$ cat config.mk
export PLATFORM = sky130hd
export DESIGN_NAME = func_sweep_ctrl
export DESIGN_NICKNAME = d
export VERILOG_FILES = /design/src/rtl/func_sweep_pkg.sv /design/src/rtl/func_sweep_ctrl_popcount16.sv /design/src/rtl/func_sweep_ctrl.sv
export SDC_FILE = /design/constraint.sdc
export NUM_CORES = 1
export LEC_CHECK = 0
export ABC_AREA = 1
export BUFFER_PORTS_ARGS = -buffer_cell sky130_fd_sc_hd__buf_2
export CORE_ASPECT_RATIO = 1.5
export CORE_UTILIZATION = 40
export DETAILED_ROUTE_END_ITERATION = 16
export PLACE_DENSITY = 0.76
export SLEW_MARGIN = 25
export SYNTH_ARGS = -nofsm -noshare
export SYNTH_HDL_FRONTEND = slang
export SYNTH_SLANG_ARGS = --single-unit
$ cat constraint.sdc
create_clock -name clk -period 1.4 [get_ports clk]
set_clock_uncertainty 0.05 [all_clocks]
set_input_delay 0.07 -clock clk [delete_from_list [all_inputs] [get_ports clk]]
set_output_delay 0.07 -clock clk [all_outputs]
set_load 0.005 [all_outputs]
$ cat src/rtl/func_sweep_pkg.sv
// func_sweep_pkg
// Shared types and constants for the func_sweep_ctrl self-test sequencer.
//   sweep_state_t    : controller state (IDLE, RUN, DONE)
//   NUM_VEC / IDX_W  : number of input vectors of the 4-input datapath and the
//                      width of the vector index
//   DEFAULT_EXPECTED : golden truth table of the 4-input XOR (bit k = y(k))
package func_sweep_pkg;

    typedef enum logic [1:0] {
        IDLE,
        RUN,
        DONE
    } sweep_state_t;

    localparam int NUM_VEC = 16;
    localparam int IDX_W   = 4;

    localparam logic [15:0] DEFAULT_EXPECTED = 16'h6996;

endpackage

$ cat src/rtl/func_sweep_ctrl_popcount16.sv
// popcount16
// Purely combinational population count of a 16-bit word.
//   vec : input  [15:0]  word to count
//   cnt : output [4:0]   number of ones in vec (0..16)
module popcount16 (
    input  logic [15:0] vec,
    output logic [4:0]  cnt
);

    always_comb begin
        cnt = '0;
        for (int i = 0; i < 16; i++) begin
            cnt = cnt + 5'(vec[i]);
        end
    end

endmodule

$ cat src/rtl/func_sweep_ctrl.sv
// func_sweep_ctrl
// Built-in self-test sequencer for the 4-input combinational func datapath.
// On start it steps {a,b,c,d} through 0..15, waits SETTLE extra cycles per
// vector, samples y on the last cycle of each vector window and assembles the
// 16-bit truth table. Optional compare logic (macro FUNC_SWEEP_CHECK_EN)
// checks the table against EXPECTED; without the macro pass/mismatch_cnt
// are tied to 0.
// Parameters:
//   SETTLE   : idle cycles per vector before y is sampled (0..255)
//   EXPECTED : golden truth table, bit k = required y for vector k
// Ports:
//   clk          : clock, all logic on rising edge
//   rst          : synchronous active-high reset
//   start        : sweep request, honoured in IDLE only
//   a,b,c,d      : registered vector bits 3..0 (always equal to idx)
//   y            : func output under test
//   busy         : high while the sweep runs
//   done         : one-cycle pulse when the table is complete
//   table_out    : captured truth table, bit k = y under vector k
//   pass         : table_out == EXPECTED, valid from done
//   mismatch_cnt : popcount(table_out ^ EXPECTED), valid from done
module func_sweep_ctrl
    import func_sweep_pkg::*;
#(
    parameter int          SETTLE   = 1,
    parameter logic [15:0] EXPECTED = DEFAULT_EXPECTED
) (
    input  logic        clk,
    input  logic        rst,
    input  logic        start,
    output logic        a,
    output logic        b,
    output logic        c,
    output logic        d,
    input  logic        y,
    output logic        busy,
    output logic        done,
    output logic [15:0] table_out,
    output logic        pass,
    output logic [4:0]  mismatch_cnt
);

    localparam int CNT_W = (SETTLE > 0) ? $clog2(SETTLE + 1) : 1;
    localparam logic [CNT_W-1:0] SETTLE_LD = CNT_W'(SETTLE);
    localparam logic [IDX_W-1:0] LAST_IDX  = IDX_W'(NUM_VEC - 1);

    sweep_state_t     state, state_next;
    logic [IDX_W-1:0] idx, idx_next;
    logic [CNT_W-1:0] cnt, cnt_next;
    logic             busy_next;
    logic             done_next;
    logic [15:0]      table_next;
    // Table including the bit being sampled this cycle; the final compare
    // uses it so that pass/mismatch_cnt are already valid alongside done.
    logic [15:0]      table_sampled;

    assign {a, b, c, d} = idx;

    always_comb begin
        // NOTE: every signal gets a default before the case so no path can
        // leave one unassigned and infer a latch.
        state_next         = state;
        idx_next           = idx;
        cnt_next           = cnt;
        busy_next          = busy;
        done_next          = 1'b0;
        table_next         = table_out;
        table_sampled      = table_out;
        table_sampled[idx] = y;

        case (state)
            IDLE: begin
                if (start) begin
                    state_next = RUN;
                    idx_next   = '0;
                    cnt_next   = SETTLE_LD;
                    busy_next  = 1'b1;
                    table_next = '0;
                end
            end
            RUN: begin
                if (cnt != '0) begin
                    cnt_next = cnt - 1'b1;
                end else begin
                    table_next = table_sampled;
                    if (idx == LAST_IDX) begin
                        state_next = DONE;
                        idx_next   = '0;
                        busy_next  = 1'b0;
                        done_next  = 1'b1;
                    end else begin
                        idx_next = idx + 1'b1;
                        cnt_next = SETTLE_LD;
                    end
                end
            end
            DONE: begin
                state_next = IDLE;
            end
            default: begin
                state_next = IDLE;
            end
        endcase
    end

    // NOTE: sequential state uses non-blocking assignments so every register
    // samples the pre-edge values regardless of statement order.
    always_ff @(posedge clk) begin
        if (rst) begin
            state <= IDLE;
        end else begin
            state <= state_next;
        end
    end

    always_ff @(posedge clk) begin
        if (rst) begin
            idx       <= '0;
            cnt       <= '0;
            busy      <= 1'b0;
            done      <= 1'b0;
            table_out <= '0;
        end else begin
            idx       <= idx_next;
            cnt       <= cnt_next;
            busy      <= busy_next;
            done      <= done_next;
            table_out <= table_next;
        end
    end

`ifdef FUNC_SWEEP_CHECK_EN
    logic       clear_res;
    logic       final_load;
    logic [4:0] diff_cnt;

    assign clear_res  = (state == IDLE) && start;
    assign final_load = (state == RUN) && (cnt == '0) && (idx == LAST_IDX);

    popcount16 u_popcount16 (
        .vec (table_sampled ^ EXPECTED),
        .cnt (diff_cnt)
    );

    always_ff @(posedge clk) begin
        if (rst || clear_res) begin
            pass         <= 1'b0;
            mismatch_cnt <= '0;
        end else if (final_load) begin
            pass         <= (table_sampled == EXPECTED);
            mismatch_cnt <= diff_cnt;
        end
    end
`else
    assign pass         = 1'b0;
    assign mismatch_cnt = '0;
`endif

endmodule

# --- Word-level counts from Yosys, hierarchy flattened ---
# Cells that the tools add are included.
classes:
  addsub: 2
  n_lt_le_gt_ge: 2
  n_eq_ne: 5
  n_mux: 22
  n_bitwise: 1
  n_reduce_logical: 8
ops:
  columns: ["op", "count"]
  rows:
  - ["16-bit 2-to-1 mux", 2]
  - ["16-bit one-hot mux with 2 select lines", 1]
  - ["16-bit bitwise mux", 1]
  - ["4-bit 2-to-1 mux", 3]
  - ["4-bit one-hot mux with 2 select lines", 1]
  - ["1-bit 2-to-1 mux", 7]
  - ["2-bit 2-to-1 mux", 3]
  - ["2-bit inequality test, second input constant", 3]
  - ["3-bit AND reduction", 2]
  - ["4-bit by 5-bit < comparator with 1-bit output, second input constant", 1]
  - ["4-bit by 1-bit adder with 4-bit output, second input constant", 1]
  - ["1-bit demux with 4-bit select", 1]
  - ["4-bit equality test, second input constant", 1]
  - ["4-bit by 1-bit greater-or-equal comparator with 1-bit output, second input constant", 1]
  - ["1-bit one-hot mux with 2 select lines", 2]
  - ["2-bit one-hot mux with 2 select lines", 1]
  - ["4-bit AND reduction", 1]
  - ["3-bit OR reduction", 1]
  - ["2-bit by 1-bit equality test with 1-bit output, second input constant", 1]
  - ["2-bit zero test", 1]
  - ["2-bit AND reduction", 1]
  - ["2-bit nonzero test", 1]
  - ["1-bit logical AND", 1]
  - ["1-bit inverter", 1]
  - ["1-bit subtractor, second input constant", 1]
totals:
  reg_bits: 25
  inputBits: 4
  out_inout_bits: 28
  elab_cells: 46

# --- Logic depth before layout (Yosys ltp) ---
logic_depth:
  ltp_word: 7
  depth_mapped: 8
  ltp_nobuf: 7

# --- Least setup slack after synthesis ---
# No wires, ideal clock.
synth_path:
  kind: "reg2reg"
  from: "register idx[1]"
  to: "register busy"
  setup_time_ps: 118
  arrival_ps: 1170
  required_ps: 1232
  slack_ps: 62
  path_stages_with_launch: 8
  n_path_buf: 1
  period_less_slack_ps: 1338
  path_cell_list: "dfxtp_1 ha_1 buf_2 nand3_1 nand2_1 nand2_1 nand2_1 a21oi_1"
synth_via:
  elab_chain_cells: 3
synth_lines:
  columns: ["element", "line_no", "source"]
  rows:
  - ["from (decl)", "func_sweep_ctrl.sv:48", "logic [IDX_W-1:0] idx, idx_next;"]
  - ["from (signal assigned)", "func_sweep_ctrl.sv:124", "idx <= idx_next;"]
  - ["4-bit equality test", "func_sweep_ctrl.sv:86", "if (idx == LAST_IDX) begin"]
  - ["2-bit inequality test (no line)", null, null]
  - ["4-bit AND reduction (no line)", null, null]
  - ["to (signal assigned)", "func_sweep_ctrl.sv:126", "busy <= busy_next;"]
  - ["to (decl)", "func_sweep_ctrl.sv:36", "output logic busy,"]
# No other way between the ends.
# A chain may end at the register's enable or synchronous reset.

# --- Final worst setup path ---
layout_path:
  from: "register idx[0]"
  to: "register table_out[4]"
layout_via:
  elab_chain_cells: 7
  word_cells_on_any_way: 8
  cone_classes: "order compare (2); mux (5); reduce/logical (1)"
layout_lines:
  columns: ["element", "line_no", "source"]
  rows:
  - ["4-bit by 5-bit < comparator with 1-bit output (not written as such) or 4-bit by 1-bit greater-or-equal comparator with 1-bit output (tied branches)", "func_sweep_ctrl.sv:69", "table_sampled[idx] = y;"]
  - ["1-bit logical AND (not written as such)", "func_sweep_ctrl.sv:69", null]
  - ["1-bit 2-to-1 mux (not written as such)", "func_sweep_ctrl.sv:69", null]
  - ["1-bit demux with 4-bit select *", "func_sweep_ctrl.sv:69", null]
  - ["16-bit bitwise mux *", "func_sweep_ctrl.sv:69", null]
  - ["16-bit 2-to-1 mux *", "func_sweep_ctrl.sv:82", "if (cnt != '0) begin"]
  - ["16-bit one-hot mux with 2 select lines *", "func_sweep_ctrl.sv:71", "case (state)"]
  - ["to (signal assigned)", "func_sweep_ctrl.sv:128", "table_out <= table_next;"]
  - ["to (decl)", "func_sweep_ctrl.sv:38", "output logic [15:0] table_out,"]
# Mark *: on every way between the ends. The rest lies on a longest branch, timed or not. The select of a mux whose other input is x is not followed.

==> metrics.md <==
| Metric | Value |
|---|---|
| Initial antenna violation count | 0 |
| Routed WL | a little over 3000 um |
| Reg2reg end | table_out[4] |
| Via density | about 4.8 |
| Final period utilization | approximately 93% |
| Die Y | around 75 um |
| Final hold vios | 0 |
| Remaining antenna violation count | 0 |
| Max Freq | between 700 and 800 MHz |
| Mapped cell area | 0.00142 sq mm |
| Fin util | between 40% and 50% |
| Critical path, cell by cell | inv_1 > ha_2 > inv_1 > nor2_1 > nand3_1 > nand2_1 > nor2_1 |
| PortBufs | 25 |
| Crit path from | idx[0] |
| Avg Cell Area, Syn | 6.55 sq um |
| RePlAce Congestion | slightly below 0.8 |
| Hold buffer count at cts | 0 |
| Unrepaired setup endpoints after global routing | yes |
| Worst min path class | input port to flip-flop |
| Fillcell total | 356 |
| HPWL Detailed | between 2000 and 2500 um |
| Layout Nets | between 200 and 300 |
| Initial Utilization | between 40% and 50% |
| Synth cell types | 20 |
| Ratio of cells with drive above 1 in the final layout | around a fifth |
| Die W | around 51 um |
| CTS tree | done |
| Setup_tns | 0 ns |
| DRC viols | 0 |
| Final setup fails | 0 |
| Synthesized flop and latch total | 25 |
| Critical Path Max Stage Delay | ~0.36 ns |
| Synth area leader | dfxtp_1 |
| CP startpoint kind | flip-flop |
| Root Driver | clkbuf_8 |
| PD cells | just under 900 mW/mm^2 |
| DR WL/cell | 10.7 um |
| Antenna cells | 0 |
| TritonRoute pass-1 iters | 4 |
| Clk buf depth | 2 |
| Synth area leaders | dfxtp_1 35%, nand2_1 13%, inv_1 10% |
| Core area | 0.00338 sq mm |
| Leakage power | 0.804 nW |
| TritonCTS Buffers | 3 |
| Total die area | about 0.0038 sq mm |
| Number of I/O pins | 32 |
| Critical path endpoint | table_out[4] |
| Vias | approximately 1400 |
| Synth Instances | roughly 220 |
| Slowest CP cell | dfxtp_1 |
| Htree depth | 1 |
| Sequential area share after synthesis | between 30% and 40% |
| R2r worst-path depth | 7 |
| WP data required | approximately 1.5 ns |
| CP Max Fanout | 7 |
| Maxcap violations | 0 |
| Setup crit end kind | flip-flop |
| Synth warn | 0 |
| Largest net degree at the start of global routing | 15 |
| All-Layer GR Usage | roughly 18% |
| Max VDD drop | ~570 uV |
| Vias in the first global route | 1251 |
| GR Overflow Total | 0 |
| Crit path arrival time | roughly 1.4 ns |
| Global-route wire length before repair | 5110 um |
| TritonCTS Sinks | 25 |
| Final min period | approximately 1.3 ns |
| Post-synth top area share | a little over a third |
| Worst R2R Setup Slack | between 0.1 and 0.15 ns |
| Row cnt | 26 |
| Layout area overhead | 15.9% |
| Status | finished, final reports clean |
| Worst-path clk slew | 0.08 ns |
| CP Class | flip-flop to flip-flop |
| Reg2Reg Launch Point | idx[0] |
| Clk Latency, worst-skew pair | about 0.27 ns |
| Iter 0 DRT Violations | 35 |
| Max Slew Vio Count | 0 |
-- final cells by class --
type | instances | area [sq um] | share of cell area (%)
clock buffers | 4 | 45.0 | 2.73
repair buffers | 34 | 218 | 13.2
multi-input cells | 140 | 674 | 40.9
inverters | 41 | 156 | 9.49
flip-flops and latches | 25 | 502 | 30.4
well taps | 42 | 52.6 | 3.19
-- state kept, by name (all words and copies together) (netlist names) --
signal and cells:
table_out 16, idx 4, busy 1, done 1
cnt 1, state 2
-- Yosys cell counts --
master and instances:
nand3_1 23, o21ai_0 3, inv_1 39, buf_6 2
nor2_2 2, a21oi_1 6, nand4_1 14, conb_1 1
buf_2 4, dfxtp_1 25, nor2_1 24, nand2_2 1
a21boi_0 2, buf_4 9, nand3_2 1, inv_2 2
clkbuf_8 1, nand2_1 50, nor3_1 4, ha_1 4
-- stage by stage --
| step | instances | power, mW | hold slack (ns) | setup WS [ns] | cell area [sq um] |
|---|---|---|---|---|---|
| 5_1_grt | 286 | 1.50 | 0.0119 | 0.00891 | 1650 |
| 2_1_floorplan | 222 | 0.950 | 0.236 | 0.0616 | 1440 |
| 6_report | 286 | 1.43 | 0.0142 | 0.105 | 1650 |
| 3_3_place_gp | 282 | 1.01 | 0.294 | 0.0737 | 1590 |
| 3_5_place_dp | 282 | 1.01 | 0.304 | 0.0544 | 1590 |
| 4_1_cts | 286 | 1.44 | 0.00881 | 0.0354 | 1630 |
-- per-layer routing --
metal,vias up,part of all wire [%],track usage (%)
li1,714,-,-
met1,615,41,18.9
met2,28,54,33.8
met3,6,2.9,1.62
met4,0,2.0,9.88
met5,-,0,0
-- cell families after synthesis --
group | after synthesis | synth area share (%)
fa+ha+maj | 4 | 3.52
compound gates | 11 | 4.22
buf+inv | 57 | 19.5
flops | 25 | 35.2
other cells | 1 | 0.264
simple gates | 119 | 37.2
-- worst max-delay path, delay by kind of cell, from the launching register on --
| family | cells | cell delay, ns |
|---|---|---|
| DFF | 1 | 0.36 |
| adders and majority gates | 1 | 0.28 |
| and+or+nand+nor | 4 | 0.32 |
| buffers and inverters | 2 | 0.19 |
-- where the power goes --
part           switching (mW)  internal, mW  leakage, nW
clock                   0.223         0.204       0.0228
combinational           0.159        0.0974        0.578
sequential             0.0159         0.729        0.203
-- layout by cell type, fill, tap and decap left out --
cell type,n
a21boi_0,2
inv_4,1
buf_4,7
ha_1,1
nand2_2,1
inv_1,39
nand3_1,22
buf_2,25
dfxtp_2,1
nor2_2,2
conb_1,6
nand2_1,50
o21ai_0,3
nand4_1,14
nand3_2,2
nor2_1,24
buf_12,2
clkbuf_8,3
dfxtp_1,24
a21oi_1,6
nor3_1,4
inv_2,1
ha_2,3
clkbuf_1,1
-- worst min-delay path by stage --
| stage | cells after the start | to | start | slack [ns] |
|---|---|---|---|---|
| floorplan | 2 | busy | start | 0.24 |
| global placement | 2 | table_out[15] | rst | 0.29 |
| detailed placement | 2 | idx[3] | rst | 0.30 |
| CTS | 2 | idx[3] | rst | 0.009 |
| global route | 2 | cnt | rst | 0.01 |
| finish | 2 | cnt | rst | 0.01 |
-- repair_timing --
action	CTS	global route
buffers inserted	0	0
gates resized for setup	0	6
endpoints found under the setup margin	0	9
No activity file was read; power rests on OpenSTA's default activity.
